File: src/rtl/alu_exec.sv
// Execution stage: latches an opcode from the loader, collects one or two operands
// from the switch bus, then computes in one cycle (or iteratively for MUL) and holds the result.
module alu_exec #(
   parameter int WIDTH = 8
) (
   input  logic             clk,
   input  logic             reset_all_n,
   input  logic             instr_valid,
   input  logic [3:0]       instruction,
   input  logic [WIDTH-1:0] operand_in,
   input  logic             operand_load,
   output logic             busy,
   output logic [WIDTH-1:0] result,
   output logic             carry,
   output logic             zero,
   output logic             result_valid,
   output logic             error,
   output logic [2:0]       state_dbg
);

   localparam int SW = $clog2(WIDTH);

   localparam logic [2:0] S_IDLE   = 3'd0;
   localparam logic [2:0] S_LOAD_A = 3'd1;
   localparam logic [2:0] S_LOAD_B = 3'd2;
   localparam logic [2:0] S_EXEC   = 3'd3;
   localparam logic [2:0] S_MUL    = 3'd4;

   localparam logic [3:0] OP_ADD = 4'd0;
   localparam logic [3:0] OP_SUB = 4'd1;
   localparam logic [3:0] OP_AND = 4'd2;
   localparam logic [3:0] OP_OR  = 4'd3;
   localparam logic [3:0] OP_XOR = 4'd4;
   localparam logic [3:0] OP_NOT = 4'd5;
   localparam logic [3:0] OP_SHL = 4'd6;
   localparam logic [3:0] OP_SHR = 4'd7;
   localparam logic [3:0] OP_MUL = 4'd8;

   logic [2:0]         state_q,  state_d;
   logic [3:0]         op_q,     op_d;
   logic [WIDTH-1:0]   a_q,      a_d;
   logic [WIDTH-1:0]   b_q,      b_d;
   logic [2*WIDTH-1:0] acc_q,    acc_d;
   logic [2*WIDTH-1:0] mcand_q,  mcand_d;
   logic [WIDTH-1:0]   mplier_q, mplier_d;
   logic [SW-1:0]      cnt_q,    cnt_d;
   logic [WIDTH-1:0]   result_q, result_d;
   logic               carry_q,  carry_d;
   logic               zero_q,   zero_d;
   logic               rv_q,     rv_d;
   logic               error_q,  error_d;

   logic [WIDTH:0]     sum_w;
   logic [WIDTH:0]     diff_w;
   logic [SW-1:0]      shamt;
   logic [WIDTH-1:0]   alu_res;
   logic               alu_c;
   logic [2*WIDTH-1:0] acc_step;

   assign sum_w  = {1'b0, a_q} + {1'b0, b_q};
   // The extra top bit of the difference is the borrow (A < B).
   assign diff_w = {1'b0, a_q} - {1'b0, b_q};
   assign shamt  = b_q[SW-1:0];

   always_comb begin
      alu_res = '0;
      alu_c   = 1'b0;
      case (op_q)
         OP_ADD: begin alu_res = sum_w[WIDTH-1:0];  alu_c = sum_w[WIDTH];  end
         OP_SUB: begin alu_res = diff_w[WIDTH-1:0]; alu_c = diff_w[WIDTH]; end
         OP_AND: alu_res = a_q & b_q;
         OP_OR:  alu_res = a_q | b_q;
         OP_XOR: alu_res = a_q ^ b_q;
         OP_NOT: alu_res = ~a_q;
         OP_SHL: alu_res = a_q << shamt;
         OP_SHR: alu_res = a_q >> shamt;
         default: alu_res = '0;
      endcase
   end

   assign acc_step = acc_q + (mplier_q[0] ? mcand_q : '0);

   always_comb begin
      state_d  = state_q;
      op_d     = op_q;
      a_d      = a_q;
      b_d      = b_q;
      acc_d    = acc_q;
      mcand_d  = mcand_q;
      mplier_d = mplier_q;
      cnt_d    = cnt_q;
      result_d = result_q;
      carry_d  = carry_q;
      zero_d   = zero_q;
      rv_d     = 1'b0;
      error_d  = error_q;
      case (state_q)
         S_IDLE: begin
            if (instr_valid) begin
               if (instruction <= OP_MUL) begin
                  op_d    = instruction;
                  error_d = 1'b0;
                  state_d = S_LOAD_A;
               end else begin
                  error_d = 1'b1;
               end
            end
         end
         S_LOAD_A: begin
            if (operand_load) begin
               a_d     = operand_in;
               state_d = (op_q == OP_NOT) ? S_EXEC : S_LOAD_B;
            end
         end
         S_LOAD_B: begin
            if (operand_load) begin
               b_d = operand_in;
               if (op_q == OP_MUL) begin
                  acc_d    = '0;
                  mcand_d  = {{WIDTH{1'b0}}, a_q};
                  mplier_d = operand_in;
                  cnt_d    = '0;
                  state_d  = S_MUL;
               end else begin
                  state_d = S_EXEC;
               end
            end
         end
         S_EXEC: begin
            result_d = alu_res;
            carry_d  = alu_c;
            zero_d   = (alu_res == '0);
            rv_d     = 1'b1;
            state_d  = S_IDLE;
         end
         S_MUL: begin
            acc_d    = acc_step;
            mcand_d  = mcand_q << 1;
            mplier_d = mplier_q >> 1;
            cnt_d    = cnt_q + SW'(1);
            // Final iteration: publish the low half, flag any overflow into the high half.
            if (cnt_q == SW'(WIDTH - 1)) begin
               result_d = acc_step[WIDTH-1:0];
               carry_d  = |acc_step[2*WIDTH-1:WIDTH];
               zero_d   = (acc_step[WIDTH-1:0] == '0);
               rv_d     = 1'b1;
               state_d  = S_IDLE;
            end
         end
         default: state_d = S_IDLE;
      endcase
   end

   always_ff @(posedge clk or negedge reset_all_n) begin
      if (!reset_all_n) begin
         state_q  <= S_IDLE;
         op_q     <= '0;
         a_q      <= '0;
         b_q      <= '0;
         acc_q    <= '0;
         mcand_q  <= '0;
         mplier_q <= '0;
         cnt_q    <= '0;
         result_q <= '0;
         carry_q  <= 1'b0;
         zero_q   <= 1'b0;
         rv_q     <= 1'b0;
         error_q  <= 1'b0;
      end else begin
         state_q  <= state_d;
         op_q     <= op_d;
         a_q      <= a_d;
         b_q      <= b_d;
         acc_q    <= acc_d;
         mcand_q  <= mcand_d;
         mplier_q <= mplier_d;
         cnt_q    <= cnt_d;
         result_q <= result_d;
         carry_q  <= carry_d;
         zero_q   <= zero_d;
         rv_q     <= rv_d;
         error_q  <= error_d;
      end
   end

   assign busy         = (state_q != S_IDLE);
   assign result       = result_q;
   assign carry        = carry_q;
   assign zero         = zero_q;
   assign result_valid = rv_q;
   assign error        = error_q;
   assign state_dbg    = state_q;

endmodule

File: config.mk
export PLATFORM = sky130hd
export DESIGN_NAME = alu_exec
export DESIGN_NICKNAME = d
export VERILOG_FILES = /design/src/rtl/alu_exec.sv
export SDC_FILE = /design/constraint.sdc
export NUM_CORES = 1
export LEC_CHECK = 0
export CORE_AREA = 5 5 93 117
export DETAILED_ROUTE_END_ITERATION = 12
export DIE_AREA = 0 0 98 122
export GPL_TIMING_DRIVEN = 1
export PLACE_DENSITY = 0.87
export SLEW_MARGIN = 0
export SYNTH_ARGS = -nofsm -noshare
export SYNTH_HDL_FRONTEND = slang
export SYNTH_SLANG_ARGS = --single-unit
File: constraint.sdc
create_clock -name clk -period 3.64 [get_ports clk]
set_input_delay 0.546 -clock clk [delete_from_list [all_inputs] [get_ports clk]]
set_output_delay 0.546 -clock clk [all_outputs]
set_load 0.02 [all_outputs]
## Word-level counts from Yosys, hierarchy flattened

Index checks and enable logic that the tools add are counted.

- Input bits: 16
- Register bits: 78

- Mux-type cells: 32
- Eq/ne operators: 19
- Shifts and indexed selects: 2
- Bitwise gates (word level): 4
- Add/sub/neg operators: 4
- Reduce and logical (&&, ||, !) cells: 15
- Order comparisons: 1

Operator list:

| cell | count |
|---|---|
| $mux 16 | 5 |
| $pmux 16 s2 | 2 |
| $pmux 8 s8 | 1 |
| $pmux 8 s2 | 2 |
| $mux 3 | 8 |
| $mux 8 | 3 |
| $add 16x16->16 | 1 |
| $eq 4x3->1 const B | 4 |
| $logic_not 8->1 | 2 |
| $ne 2x2->1 const B | 6 |
| $pmux 3 s4 | 1 |
| $add 8x8->9 | 1 |
| $sub 8x8->9 | 1 |
| $and 8x8->8 | 1 |
| $eq 4x2->1 const B | 2 |
| $not 8->8 | 1 |
| $or 8x8->8 | 1 |
| $pmux 1 s2 | 4 |
| $reduce_and 2->1 | 4 |
| $reduce_or 8->1 | 1 |
| $shl 8x3->8 | 1 |
| $shr 8x3->8 | 1 |
| $xor 8x8->8 | 1 |
| $eq 3x2->1 const B | 2 |
| 14 further kinds | 21 |

## Longest topological paths before layout

Gate-level depths: netlist (run 1).

- Word-level depth: 5
- Depth in mapped cells: 12
- Mapped depth without buffers: 11

## Worst setup path before layout (run 1)

OpenSTA, ideal clock, no wires.

- Path kind: register -> register
- From: register mplier_q[0]
- To: register carry_q, in the netlist carry
- Required time: 3.509 ns
- Arrival time: 2.412 ns
- Stages on the path, launching flop included: 12
- Path slack: 1.097 ns
- Setup time: 0.131 ns
- Clock period less this slack: 2.543 ns
- Path through: dfrtp_1 > and2_1 > ha_1 > fa_1 > a21oi_1 > o221ai_1 > a21bo_2 > o21ai_0 > o21bai_1 > a21oi_1 > xor2_1 > a31oi_1

- Word-level cells in the longest chain between the ends: 5

Ends and longest elaborated chain:

| what | RTL line | source |
|---|---|---|
| start, declared | 45 | `logic [WIDTH-1:0] mplier_q, mplier_d;` |
| start signal, assigned | 176 | `mplier_q <= mplier_d;` |
| $mux 16 | 81 | `assign acc_step = acc_q + (mplier_q[0] ? mcand_q : '0);` |
| $add 16x16->16 | 81 |  |
| $reduce_or 8->1 | 144 | `carry_d = \|acc_step[2*WIDTH-1:WIDTH];` |
| $mux 1 | 142 | `if (cnt_q == SW'(WIDTH - 1)) begin` |
| $pmux 1 s2 | 97 | `case (state_q)` |
| end signal, assigned | 179 | `carry_q <= carry_d;` |
| end, declared | 48 | `logic carry_q, carry_d;` |

Every way passes these cells. The select of a mux whose other input is x is not followed.
A chain may end at the register's enable or synchronous reset.

## Final worst setup path (run 1)

Same ends and word-level chain as after synthesis.

==> reports/qor.yml, run 1 <==
cts:
  clock-sinks: 78
  clockBufferDepth: 2
  clockRootBuffer: "clkbuf_16"
  cts_buffers: 9
  tritoncts: "yes"
  cts_hold_buf: 0
  clock_latency_ps: 350
  post_cts_buffers: 0
  clk_pin_slew_ps: 60
  cts_resized: 0
  h-tree-depth: 3
cells_and_area:
  n_antenna_cell: 0
  final_util_pct: 65.8
  drive_gt1_share_pct: 6.70
  multi_input_area_mm2: 0.00351
  finalNetCount: 728
  seq_area_mm2: 0.00195
  syn_to_final_growth_pct: 13.0
  fillers: 758
timing:
  slew_violations: 0
  final.min_clock_period_ps: 3100
  slew_headroom_pct: 33.3
  tns_ps: 0
  max_freq_mhz: 322
  tightest_slew_ps: 1000
  clock_skew_ps: 9.45
  hold_viol_final: 0
  rsz0062_at_grt: "no"
  period_share_pct: 85.3
  setup-violations-final: 0
synthesis:
  ys_types: 70
  synthCells: 653
  yosysSeqAreaShare_pct: 34.2
  synth_warnings: 0
  synthesis.area_mm2: 0.00570
  synth_nets: 714
  ys_seq_elements: 78
  syn_avg_cell_area_um2: 8.73
  synth-edff-count: 0
  async_flop_share_pct: 100
  synth_flop_cell: "dfrtp_1"
detailed_routing:
  via_per_inst: 6.54
  vias: 5235
  drtAntennaViolNets: 0
  drt_iter0_drc: 560
  wl_um: 16100
  remaining_drc_errors: 0
  wl_per_cell_um: 20.2
  firstDrtPassIters: 8
die:
  coreArea_mm2: 0.00980
  fp-row-count: 41
  die_w_um: 98
  start_util_pct: 58.2
  die_area_mm2: 0.0120
  num_io_pins: 32
  dieHeight_um: 122
grt:
  grt_pass1_wl_um: 26400
  grt_max_degree: 79
  grt_pass1_vias: 5117
  grt.total_usage_pct: 27.9
  overflow: 0
  antenna_found_initial: 0
worst_setup_path:
  path_buf_inv: 0
  slowest_delay_ps: 520
  cpLargestDelayFamily: "compound AO/OA/AOI/OAI gates"
  endpoint_kind: "flip-flop"
  worstPathRequired_ps: 3860
  critPathMaxFanout: 17
  slowest_stage: "dfrtp_1"
  arrival_ps: 3320
  critical_path_class: "reg -> reg"
  worstSetupStartpointType: "flip-flop"
  cp_cell_sequence: "and2_1 -> ha_1 -> fa_1 -> a21oi_1 -> o22ai_1 -> o41ai_1 -> xnor2_1 -> nor4_1 -> and4b_1 -> a31oi_1"
power:
  power.leakage_uw: 0.00283
  ir_drop_mv: 0.473
  powerDensity_mw_per_mm2: 958
run:
  maxCapViolations: 0
place:
  numPortBuffers: 31
  gp_congestion: 1.02
  hpwl_um: 11400
hold_path:
  worstHoldPathType: "in -> async"
status:
  status: "completed"
## report_power, final
| group | total [uW] | internal [uW] | switching, uW |
|---|---|---|---|
| clock network | 1050 | 677 | 378 |
| registers | 1770 | 1200 | 567 |
| logic | 3360 | 1440 | 1920 |
| total | 6180 | 3320 | 2860 |
## synthesized netlist by cell type, types with 6 or more instances
library cell / count / area share (%)
dfrtp_1: 78 / 34
o21ai_0: 74 / 6.5
nand2_1: 73 / 4.8
nor2_1: 55 / 3.6
ha_1: 42 / 9.2
a21oi_1: 33 / 2.9
inv_1: 28 / 1.8
clkbuf_1: 26 / 1.7
a22o_1: 21 / 3.2
and2_1: 18 / 2.0
mux2i_1: 15 / 2.6
xnor2_1: 14 / 2.2
nor3_1: 10 / 0.88
o22ai_1: 10 / 1.1
nand3_1: 9 / 0.79
a211oi_1: 8 / 1.1
mux4_2: 8 / 3.2
a21o_1: 7 / 0.92
nand2b_1: 7 / 0.77
nor2b_1: 7 / 0.77
o21bai_1: 7 / 0.92
buf_2: 6 / 0.53
## layout make-up
type | instances | area share, %
Multi-Input combinational cell | 509 | 54.4
Inverter | 30 | 1.75
Tap cell | 129 | 2.50
Clock inverter | 6 | 1.82
Clock buffer | 10 | 3.55
Timing Repair Buffer | 39 | 5.71
Sequential cell | 78 | 30.3
## registers in the layout (all words and copies together) (netlist names)
name and cells:
cnt_q 3, acc_q 16, state_dbg 3, mplier_q 8, a_q 8, result_valid 1
mcand_q 16, carry 1, b_q 8, op_q 4, result 8, error 1
zero 1
## cells by family after synthesis
logic type	synth area share [%]
AOI/OAI and AO/OA	23.7
xor gates and xnor gates	2.92
and+or+nand+nor	18.0
adders and majority gates	10.3
muxes	6.38
DFF	34.2
buffers and inverters	4.54
## metrics by stage
step / worst slack [ps] / instances / area, um^2 / hold slack [ps] / power [uW]
after floorplan: 1100 / 653 / 5700 / 250 / 4040
after global placement: 733 / 785 / 6100 / 466 / 4900
after detailed placement: 643 / 785 / 6100 / 470 / 5010
after CTS: 588 / 801 / 6450 / 401 / 6090
after global routing: 255 / 801 / 6450 / 458 / 6570
final: 536 / 801 / 6450 / 356 / 6180
## routing by layer
layer  vias to the layer above  part of all wire, %  track usage [%]
li1                       2377                    -                -
met1                      2539                   39             34.7
met2                       254                   49             46.3
met3                        65                  6.2             3.44
met4                         0                  5.6             17.1
met5                         -                    0                0
## cells in the final DEF (no fill, tap or decap), types with 9 or more instances in the layout
cell	instances
a22o_1	21
nor2_1	55
nor3_1	10
nand2_1	73
clkbuf_16	9
clkdlybuf4s50_1	30
o22ai_1	9
inv_1	28
a21oi_1	33
buf_4	9
mux2i_1	15
ha_1	42
dfrtp_1	78
and2_1	18
xnor2_1	14
nand3_1	9
o21ai_0	74
## worst paths after layout
kind | startpoint | to | slack [ps] | cells after the start
setup / recovery | mplier_q[0]$_DFFE_PN0P_ | carry$_DFFE_PN0P_ | 540 | 10
hold / removal | reset_all_n | cnt_q[2]$_DFFE_PN0P_ | 360 | 1
setup reg to reg | mplier_q[0]$_DFFE_PN0P_ | carry$_DFFE_PN0P_ | 540 | 10
hold reg to reg | result[6]$_DFFE_PN0P_ | result[6]$_DFFE_PN0P_ | 490 | 1
max in group asynchronous | reset_all_n | acc_q[7]$_DFFE_PN0P_ | 2630 | 1
min in group clk | result[6]$_DFFE_PN0P_ | result[6]$_DFFE_PN0P_ | 490 | 1
Power figures use the tool's default switching activity.
==> inputs of run 2 (changes only) <==
Settings changed: ABC_CLOCK_PERIOD_IN_PS set to 3640, CTS_CLUSTER_SIZE set to 24.
==> results of run 2 <==
Final layout, timing and power as in run 1 (identical DEF).
==> edit (config.mk and constraints of run 2) <==
The parameter `WIDTH` goes from 8 to 4.
--- a/src/rtl/alu_exec.sv
+++ b/src/rtl/alu_exec.sv
@@ -1,7 +1,7 @@
 // Execution stage: latches an opcode from the loader, collects one or two operands
 // from the switch bus, then computes in one cycle (or iteratively for MUL) and holds the result.
 module alu_exec #(
-   parameter int WIDTH = 8
+   parameter int WIDTH = 4
 ) (
    input  logic             clk,
    input  logic             reset_all_n,
Ports: changed (resized operand_in and result); port bits go from 32 to 24. The function was not compared with the original's and may differ.
==> edit against run 2 <==
- final cell count is 41% lower
- highest routed layer unchanged
- routed wire length shrank 58%
- total power down 51%
- final area down 45%
- synthesized area down 46%
- non-clock buffer count fell by 14
- sequential cell count shrank 33
- synthesized cell count down 49%
- largest power group unchanged
- clock power shrank 57%
- sequential power decreased by 40%
- worst setup slack improved by 0.59 ns
- via count down 52%
==> edit: results (changes against run 2) <==
| Metric | Value |
|---|---|
| CP max stage delay | `0.44 ns (was 0.52 ns)` |
| Layout cell share with drive strength beyond 1 | `0.0836 (was 0.0670)` |
| Peak supply drop | `0.459 mV (was 0.473 mV)` |
| Compound-Gate Fraction of Synth Area | `0.221 (was 0.237)` |
| Clk_lat worst skew | `0.29 ns (was 0.35 ns)` |
| CP max FO | `9 (was 17)` |
| NumNets Final | `382 (was 728)` |
| H-Tree Level Count | `2 (was 3)` |
| Yosys cell types | `61 (was 70)` |
| Gr usage total | `0.119 (was 0.279)` |
| First-pass GRT wire length | `11.7 mm (was 26.4 mm)` |
| Fillers | `922 (was 758)` |
| Seq/Total Area, Yosys | `0.368 (was 0.342)` |
| Via count | `2521 (was 5235)` |
| Top cells by count, synth | `dfrtp_1 (45), nand2_1 (33), nor2_1 (30) (was dfrtp_1 (78), o21ai_0 (74), nand2_1 (73))` |
| Mapped Nets | `369 (was 714)` |
| GPL Wtd Cong | `0.885 (was 1.02)` |
| Worst Reg2Reg Path Length in Cells | `9 (was 10)` |
| Num CTS Buffers | `5 (was 9)` |
| Synth top area cells | `dfrtp_1 (37%), ha_1 (8.6%), o21ai_0 (4.3%), nand2_1 (4.0%), nor2_1 (3.7%) (was dfrtp_1 (34%), ha_1 (9.2%), o21ai_0 (6.5%), nand2_1 (4.8%), nor2_1 (3.6%))` |
| Hpwl dp | `4.94 mm (was 11.4 mm)` |
| TritonRoute pass-1 iters | `5 (was 8)` |
| Post-DR wirelength/cell | `14.4 microns (was 20.2 microns)` |
| Rel. slew slack | `0.327 (was 0.333)` |
| Post-synthesis mux area share | `0.0491 (was 0.0638)` |
| Status | `finished clean (unchanged)` |
| Data arrival, critical path | `2.68 ns (was 3.32 ns)` |
edit: changes by cell type in the layout (fill, tap and decap cells not counted), moves of 12 or more:
cell | run 2 | this run
dfrtp_1 | 78 | 45
o21ai_0 | 74 | 26
a22o_1 | 21 | 9
nor2_1 | 55 | 30
ha_1 | 42 | 21
nand2_1 | 73 | 33
a21oi_1 | 33 | 18
edit: area by class of cell:
type / count / area, sq um / area share
Multi-Input combinational cell: 252 / 1780 / 0.506
Sequential cell: 45 / 1130 / 0.320
Timing Repair Buffer: 25 / 240 / 0.0683
Tap cell: 129 / 161 / 0.0459
Clock buffer: 5 / 125 / 0.0356
Inverter: 17 / 63.8 / 0.0181
Clock inverter: 3 / 21.3 / 0.00605
edit: stage by stage:
step / power, mW / util / setup slack, ns / instances / cell area (sq um)
final: 3.00 / 0.359 / 1.13 / 476 / 3520
after global routing: 3.25 / 0.359 / 0.914 / 476 / 3520
after CTS: 3.00 / 0.359 / 1.12 / 476 / 3520
after detailed placement: 2.53 / 0.344 / 1.14 / 468 / 3370
after global placement: 2.48 / 0.344 / 1.19 / 468 / 3370
after floorplan: 2.11 / - / 1.31 / 333 / 3060
edit: kinds of logic (layout without fill, tap and decap cells):
logic type               after synthesis  after routing
AO/OA/AOI/OAI                         98             98
XOR/XNOR                               7              7
adder cells (fa/ha/maj)               24             24
buffers and inverters                 36             50
flip-flops                            45             45
multiplexers                          12             12
AND/OR/NAND/NOR                      111            111
edit: layer usage:
layer,track usage,up-vias,share of wire
li1,-,1225,-
met1,0.154,1192,0.43
met2,0.201,89,0.49
met3,0.0189,15,0.057
met4,0.0442,0,0.024
met5,0,-,0
edit: worst max-delay path by stage:
stage | from | endpoint | slack (ns) | cells after the start
4_1_cts | mplier_q[0] | carry | 1.12 | 9
2_1_floorplan | mplier_q[0] | carry | 1.31 | 9
5_1_grt | mplier_q[0] | carry | 0.91 | 9
6_report | mplier_q[0] | carry | 1.13 | 9
3_3_place_gp | mplier_q[0] | carry | 1.19 | 9
3_5_place_dp | mplier_q[0] | carry | 1.14 | 9
edit: where the power goes:
| group | leakage (nW) | total (mW) | internal, mW | switching [mW] |
|---|---|---|---|---|
| registers | 0.572 | 1.06 | 0.709 | 0.354 |
| logic | 0.888 | 1.49 | 0.685 | 0.802 |
| clock network | 0.0702 | 0.448 | 0.255 | 0.192 |
| total | 1.53 | 3.00 | 1.65 | 1.35 |
